**config.mk**
```make
export PLATFORM = sky130hd
export DESIGN_NAME = seq_ack_receiver
export DESIGN_NICKNAME = d
export VERILOG_FILES = /design/src/rtl/seq_ack_receiver.sv
export SDC_FILE = /design/constraint.sdc
export NUM_CORES = 1
export LEC_CHECK = 0
export ABC_AREA = 1
export BUFFER_PORTS_ARGS = -buffer_cell sky130_fd_sc_hd__buf_4
export CORE_MARGIN = 5
export CORE_UTILIZATION = 35
export CTS_CLUSTER_SIZE = 14
export DETAILED_ROUTE_END_ITERATION = 8
export GPL_ROUTABILITY_DRIVEN = 0
export MAX_ROUTING_LAYER = met4
export SLEW_MARGIN = 20
export SYNTH_ARGS = -nofsm -noshare
export SYNTH_HDL_FRONTEND = slang
export SYNTH_SLANG_ARGS = --single-unit
```
**constraint.sdc**
```tcl
create_clock -name clk -period 3.6 [get_ports clk]
set_input_delay 0.18 -clock clk [delete_from_list [all_inputs] [get_ports clk]]
set_output_delay 0.18 -clock clk [all_outputs]
set_load 0.1 [all_outputs]
```
**src/rtl/seq_ack_receiver.sv**
```systemverilog
// seq_ack_receiver
//   Consumer side of the feedback handshake. Each one-cycle `en` strobe
//   announces a word on `data`; the word is captured, checked against the
//   expected incrementing sequence, held for `ack_delay` cycles, pushed into
//   a small FIFO and acknowledged with a one-cycle `ack` pulse. While the
//   FIFO is full the held word waits and `ack` is withheld, which stalls the
//   sender.
//
// Ports
//   clk, rst      single clock, synchronous active-high reset
//   data, en      word from sender, qualified by one-cycle strobe
//   ack           registered one-cycle "word accepted" pulse
//   ack_delay     extra hold-off cycles, sampled when the word is captured
//   out_data      FIFO head
//   out_valid     FIFO not empty
//   out_ready     consumer pop (pop = out_valid & out_ready)
//   fifo_level    FIFO occupancy, 0..DEPTH
//   recv_count    words captured (wraps)
//   err_count     sequence mismatches (saturating)
//   viol_count    strobes seen while a word is still pending (saturating)

module seq_ack_receiver #(
  parameter int DATA_W = 4,
  parameter int DEPTH  = 4
) (
  input  logic                       clk,
  input  logic                       rst,
  input  logic [DATA_W-1:0]          data,
  input  logic                       en,
  output logic                       ack,
  input  logic [7:0]                 ack_delay,
  output logic [DATA_W-1:0]          out_data,
  output logic                       out_valid,
  input  logic                       out_ready,
  output logic [$clog2(DEPTH):0]     fifo_level,
  output logic [15:0]                recv_count,
  output logic [7:0]                 err_count,
  output logic [7:0]                 viol_count
);

  localparam int AW = $clog2(DEPTH);
  localparam int LW = AW + 1;
  localparam logic [DATA_W-1:0] WORD_ONE = DATA_W'(1);
  localparam logic [AW-1:0]     PTR_ONE  = AW'(1);
  localparam logic [LW-1:0]     LVL_ONE  = LW'(1);
  localparam logic [LW-1:0]     LVL_FULL = LW'(DEPTH);

  typedef enum logic {S_IDLE, S_WAIT} state_t;

  state_t              state;
  logic [DATA_W-1:0]   hold;
  logic [DATA_W-1:0]   exp_word;
  logic [7:0]          cnt;

  logic [DATA_W-1:0]   mem [DEPTH];
  logic [AW-1:0]       wr_ptr;
  logic [AW-1:0]       rd_ptr;

  logic full;
  logic push;
  logic pop;

  // Full is judged on the pre-edge level, so a same-cycle pop never makes
  // room for a push; the push lands one edge after the pop.
  assign full      = (fifo_level == LVL_FULL);
  assign push      = (state == S_WAIT) && (cnt == 8'd0) && !full;
  assign out_valid = (fifo_level != '0);
  assign pop       = out_valid && out_ready;
  assign out_data  = mem[rd_ptr];

  // Storage needs no reset: entries are only visible through fifo_level.
  always_ff @(posedge clk) begin
    if (push) mem[wr_ptr] <= hold;
  end

  always_ff @(posedge clk) begin
    if (rst) begin
      state      <= S_IDLE;
      hold       <= '0;
      exp_word   <= WORD_ONE;
      cnt        <= '0;
      ack        <= 1'b0;
      recv_count <= '0;
      err_count  <= '0;
      viol_count <= '0;
      wr_ptr     <= '0;
      rd_ptr     <= '0;
      fifo_level <= '0;
    end else begin
      ack <= 1'b0;

      case (state)
        S_IDLE: begin
          if (en) begin
            hold       <= data;
            cnt        <= ack_delay;
            recv_count <= recv_count + 16'd1;
            if (data != exp_word && err_count != 8'hFF)
              err_count <= err_count + 8'd1;
            // Resync to whatever arrived so one bad word costs one error.
            exp_word   <= data + WORD_ONE;
            state      <= S_WAIT;
          end
        end
        S_WAIT: begin
          // A strobe here means the sender ignored the handshake; drop it.
          if (en && viol_count != 8'hFF)
            viol_count <= viol_count + 8'd1;
          if (cnt != 8'd0) begin
            cnt <= cnt - 8'd1;
          end else if (!full) begin
            ack   <= 1'b1;
            state <= S_IDLE;
          end
        end
        default: state <= S_IDLE;
      endcase

      if (push) wr_ptr <= wr_ptr + PTR_ONE;
      if (pop)  rd_ptr <= rd_ptr + PTR_ONE;

      case ({push, pop})
        2'b10:   fifo_level <= fifo_level + LVL_ONE;
        2'b01:   fifo_level <= fifo_level - LVL_ONE;
        default: fifo_level <= fifo_level;
      endcase
    end
  end

endmodule

```
Word level (Yosys, flattened, before mapping):

Memory sizes are Yosys's and may differ from the RTL's. A register that Yosys moved wholly into a read port is not among the register bits.
Cells that the tools add are included.

* flip-flop bits (word level): 57
* memory bits (writable): 16
* input port bits: 16
* output and inout bits: 41
* logic and storage cells: 58
* memories: 1

* $add $sub $neg: 9
* equality and inequality tests: 8
* muxes and demuxes: 13
* bitwise logic cells: 1
* reductions and logical operators: 15

Memories
* mem: depth 4, width 4, read ports 1, clocked after memory_dff 1, wr ports 1, line 55 `logic [DATA_W-1:0] mem [DEPTH];`

Operators with widths (number)
* adder 16 x 1 -> 16 bit, second input constant: 1
* adder 8 x 1 -> 8 bit, second input constant: 2
* two-way mux 8 bit: 2
* inequality test 8 bit, second input constant: 2
* case mux 8 bit (2 select lines): 1
* logical NOT 8 bit: 1
* nonzero test 8 bit: 1
* subtractor 8 x 1 -> 8 bit, second input constant: 1
* two-way mux 1 bit: 6
* case mux 3 bit (2 select lines): 1
* AND reduction 2 bit: 3
* logical AND 1 bit: 5
* adder 2 x 1 -> 2 bit, second input constant: 2
* adder 4 x 1 -> 4 bit, second input constant: 1
* two-way mux 2 bit: 2
* inequality test 4 bit: 1
* adder 3 x 1 -> 3 bit, second input constant: 1
* == test 3 bit, second input constant: 1
* AND reduction 3 bit: 1
* nonzero test 3 bit: 1
* OR reduction 3 bit: 1
* subtractor 3 x 1 -> 3 bit, second input constant: 1
* == test 2 x 1 -> 1 bit, second input constant: 1
* == test 2 bit, second input constant: 1
* 6 further kinds: 6

Logic depth before layout (Yosys ltp):

* depth after elaboration: 5
* mapped depth: 12
* depth with buffers taken out: 12

Worst setup path after synthesis:

Ideal clock, no wire load.

* path kind: flip-flop to flip-flop
* start: reg fifo_level[0]
* end: reg fifo_level[2]
* library setup time: 123 ps
* arrival time: 3327 ps
* data required time: 3477 ps
* setup slack: 150 ps
* stages on the path, launching flop included: 12
* path buffers: 1
* clock period less this slack: 3450 ps
* cell sequence: dfxtp_1 > inv_1 > nand3_1 > and2_1 > clkbuf_1 > ha_1 > inv_1 > fa_1 > a21oi_1 > o21ai_0 > o21ai_0 > a21oi_1

* elaborated cells on any way between the ends: 11
* those cells by class: add/sub: 2; eq/ne: 3; mux: 1; reduce/logical: 5

RTL lines
* from (decl): line 35 `output logic [$clog2(DEPTH):0] fifo_level,`
* from (signal assigned): line 123 `2'b10: fifo_level <= fifo_level + LVL_ONE;`
* from (signal assigned): line 124 `2'b01: fifo_level <= fifo_level - LVL_ONE;`
* from (signal assigned): line 125 `default: fifo_level <= fifo_level;`
* nonzero test 3 bit *: line 67 `assign out_valid = (fifo_level != '0);`
* via out_valid: line 33 `output logic out_valid,`
* logical AND 1 bit *: line 68 `assign pop = out_valid && out_ready;`
* via pop: line 61 `logic pop;`
* == test 2 x 1 -> 1 bit / == test 2 bit (equally long branches): line 122 `case ({push, pop})`
* case mux 3 bit (2 select lines) / nonzero test 2 bit (equally long branches)

The timed path passes the listed nets; every way through them passes the cells marked *.
A chain may end at the register's enable or synchronous reset.

Worst setup path in the final report:

* start: reg cnt[0]
* end: reg fifo_level[2]

* longest elaborated chain between the ends: 5
* elaborated cells on any way between the ends: 7
* those cells by class: eq/ne: 2; mux: 1; reduce/logical: 4

RTL lines
* from (decl): line 53 `logic [7:0] cnt;`
* from (signal assigned): line 96 `cnt <= ack_delay;`
* from (signal assigned): line 110 `cnt <= cnt - 8'd1;`
* logical NOT 8 bit *: line 66 `assign push = (state == S_WAIT) && (cnt == 8'd0) && !full;`
* logical AND 1 bit * (2 in series): line 66
* == test 2 x 1 -> 1 bit / == test 2 bit (equally long branches): line 122
* case mux 3 bit (2 select lines) / nonzero test 2 bit (equally long branches)

Every way passes the cells marked *; elsewhere a longest branch is shown, timed or not.

==> run_results.csv <==
group,metric,value,unit
outcome,status,"finished clean",
worst_setup_path,crit_end,"fifo_level[2]",
cells_and_area,final_cell_mix,"nand2_1, inv_1, dfxtp_1",
drt,wl_per_cell,11.68,um
sta,drv_slew,0,
sta,relSlewSlack,34.18,%
cells_and_area,utilization,43.05,%
yosys,synth-main-ff-cell,"dfxtp_1",
cells_and_area,fill_cells,1031,
worst_setup_path,criticalPathCategory,"flip-flop to flip-flop",
clocking,postCtsHoldBufs,0,
sta,rsz0062_at_grt,"false",
grt,grt_pass1_vias,3125,
clocking,cts_made_buffers,9,
floorplanning,ios,57,
clocking,cts_resized,0,
sta,tns,0,ps
worst_setup_path,cp.required,3830,ps
worst_hold_path,hold_path.class,"input port to flip-flop",
grt,grt_max_degree,38,
clocking,clockBufferDepth,2,
clocking,postCtsSetupBuffers,0,
power,power_leakage,1.898,nW
yosys,yosysTopAreaCell,"dfxtp_1",
worst_setup_path,r2r-start,"cnt[0]",
grt,grt_pass1_wl,13.72,mm
clocking,cts.sinks,75,
yosys,synth_warnings,0,
sta,finalCritPeriodShare,62.73,%
worst_setup_path,worstSetupStartpoint,"cnt[0]",
yosys,yosys.area.top_type_share,32.16,%
worst_setup_path,rr_endpoint,"fifo_level[2]",
cells_and_area,nets,569,
floorplanning,rows,37,
floorplanning,dieHeight,112.4,um
clocking,clkLatencyLatePin,340,ps
worst_hold_path,hold_depth,3,
worst_setup_path,endpoint_kind,"flip-flop",
clocking,clkTransAtPathRegs,80,ps
yosys,synth_seq_cells,75,
worst_setup_path,start_kind,"flip-flop",
sta,final_hold_viol_count,0,
drt,drt-pass1-iter-count,4,
sta,tightest_slew,981.3,ps
floorplanning,die_w,112.4,um
worst_setup_path,cp_max_fo,9,
drt,via_per_inst,4.722,
drt,drt_wl_total,7.980,mm
cells_and_area,stdcell_area,4424,um^2
sta,finalCriticalPeriod,2258,ps
floorplanning,die_area,12640,um^2
yosys,synth.distinct_cells,36,
yosys,ys_top_cells_by_area,"dfxtp_1, edfxtp_1, nand2_1",
grt,grt_overflow,0,
clocking,cts_max_level,3,
yosys,synth_nets,513,
floorplanning,initial_core_util,35.73,%
power,p_per_area,555.8,nW/um^2
drt,drc,0,
cells_and_area,mostFrequentLayoutCell,"nand2_1",
grt,antenna_found_initial,0,
place,dpl-instance-area,4195,um^2
place,place_inst,667,
sta,fin_skew,17.12,ps
sta,finalSetupViolCount,0,
grt,grt.total_usage,13.35,%
clocking,clockRootBuffer,"clkbuf_8",
cells_and_area,fin_cells,683,
place,hpwl,5.776,mm
sta,fmax,0.4428,GHz
clocking,cts_tree,"yes",
floorplanning,fp.coreArea,10280,um^2
worst_setup_path,r2r_cells,12,
worst_setup_path,cp.arrival,2490,ps
yosys,synth_edf_count,16,
yosys,netlist_area,3672,um^2
drt,vias,3225,
yosys,synthArstFlopShare,0,%
cells_and_area,diodes,0,
cells_and_area,drive_above_1_share,16.82,%
drt,drt_iter0_markers,87,
worst_setup_path,r2r_slack,1340,ps
job,drv_cap,0,
drt,final_antenna_net_count,0,
place,port_buffers,56,
cells_and_area,synthToLayoutAreaGrowth,20.48,%
yosys,seq_area_frac_synth,45.25,%
yosys,avgSynthCellArea,7.556,um^2
yosys,netlist_instances,486,
power,peakVddDrop,0.2598,mV
[metal layers]
metal | global-route usage, % | routed length, um | up-vias
met3 | 3.935 | 395 | 10
met2 | 21.57 | 3659 | 65
met1 | 16.07 | 3831 | 1458
met4 | 4.247 | 94 | 0
met5 | - | 0 | -
li1 | - | - | 1692
[worst max-delay path, stage by stage (launching register included)]
cell and delay, ps:
dfxtp_1 360, inv_1 90, ha_1 260, nand3_4 100
nor2_4 50, nand3_2 150, ha_1 170, inv_1 60
fa_1 380, a21oi_1 160, o21ai_0 130, o21ai_0 170
a21oi_1 60
[registers in the layout (all words and copies together), names as in the netlist, named ones only]
signal      count
wr_ptr          2
mem            16
viol_count      8
fifo_level      3
err_count       8
rd_ptr          2
cnt             8
recv_count     16
hold            4
ack             1
state           1
exp_word        4
[synthesized netlist by cell type (all sizes together) (2+ instances only)]
| master | count |
|---|---|
| buf | 4 |
| edfxtp | 16 |
| a21oi | 43 |
| clkinv | 2 |
| nand2 | 109 |
| dfxtp | 59 |
| xor2 | 9 |
| nand3b | 3 |
| nor2 | 63 |
| nor3 | 6 |
| inv | 64 |
| o22ai | 4 |
| o21ai | 41 |
| nand4 | 4 |
| ha | 10 |
| clkbuf | 7 |
| nand3 | 35 |
[worst min-delay path by stage]
stage	from	to	slack (ps)
after detailed placement	rd_ptr[1]	flip-flop	460
after global routing	ack_delay[5]	cnt[5]	140
after CTS	data[2]	hold[2]	110
after floorplan	data[2]	hold[2]	310
after global placement	rd_ptr[0]	rd_ptr[0]	450
final	data[2]	hold[2]	130
[logic make-up after synthesis]
logic type	after synthesis	synth area share, %
compound gates	92	13.63
xor+xnor	10	2.385
fa+ha+maj	11	3.952
buf+inv	77	8.586
flops	75	45.25
simple gates	221	26.20
[cell type report]
type                    count  area (um^2)  share of cell area [%]
multi-input cells         334         1695                   38.32
flip-flops and latches     75         1662                   37.56
repair buffers             56        420.4                   9.502
inverters                  66        247.7                   5.600
well taps                 136        170.2                   3.846
clock buffers              12        156.4                   3.535
clock inverters             4        72.57                   1.640
[where the power goes]
part	total, mW	internal (mW)	switching, mW
registers	0.982	0.921	0.0615
logic	0.743	0.176	0.566
clock network	0.734	0.432	0.302
[metrics by stage]
stage / power, mW / worst slack (ps) / hold WS [ps]
after floorplan: 1.599 / 149.9 / 314.9
after global placement: 1.732 / 1497 / 454.7
after detailed placement: 1.746 / 1379 / 463.6
after CTS: 2.488 / 1348 / 110.7
after global routing: 2.592 / 1109 / 138.1
final: 2.459 / 1342 / 129.1
No activity file was read; power rests on OpenSTA's default activity.
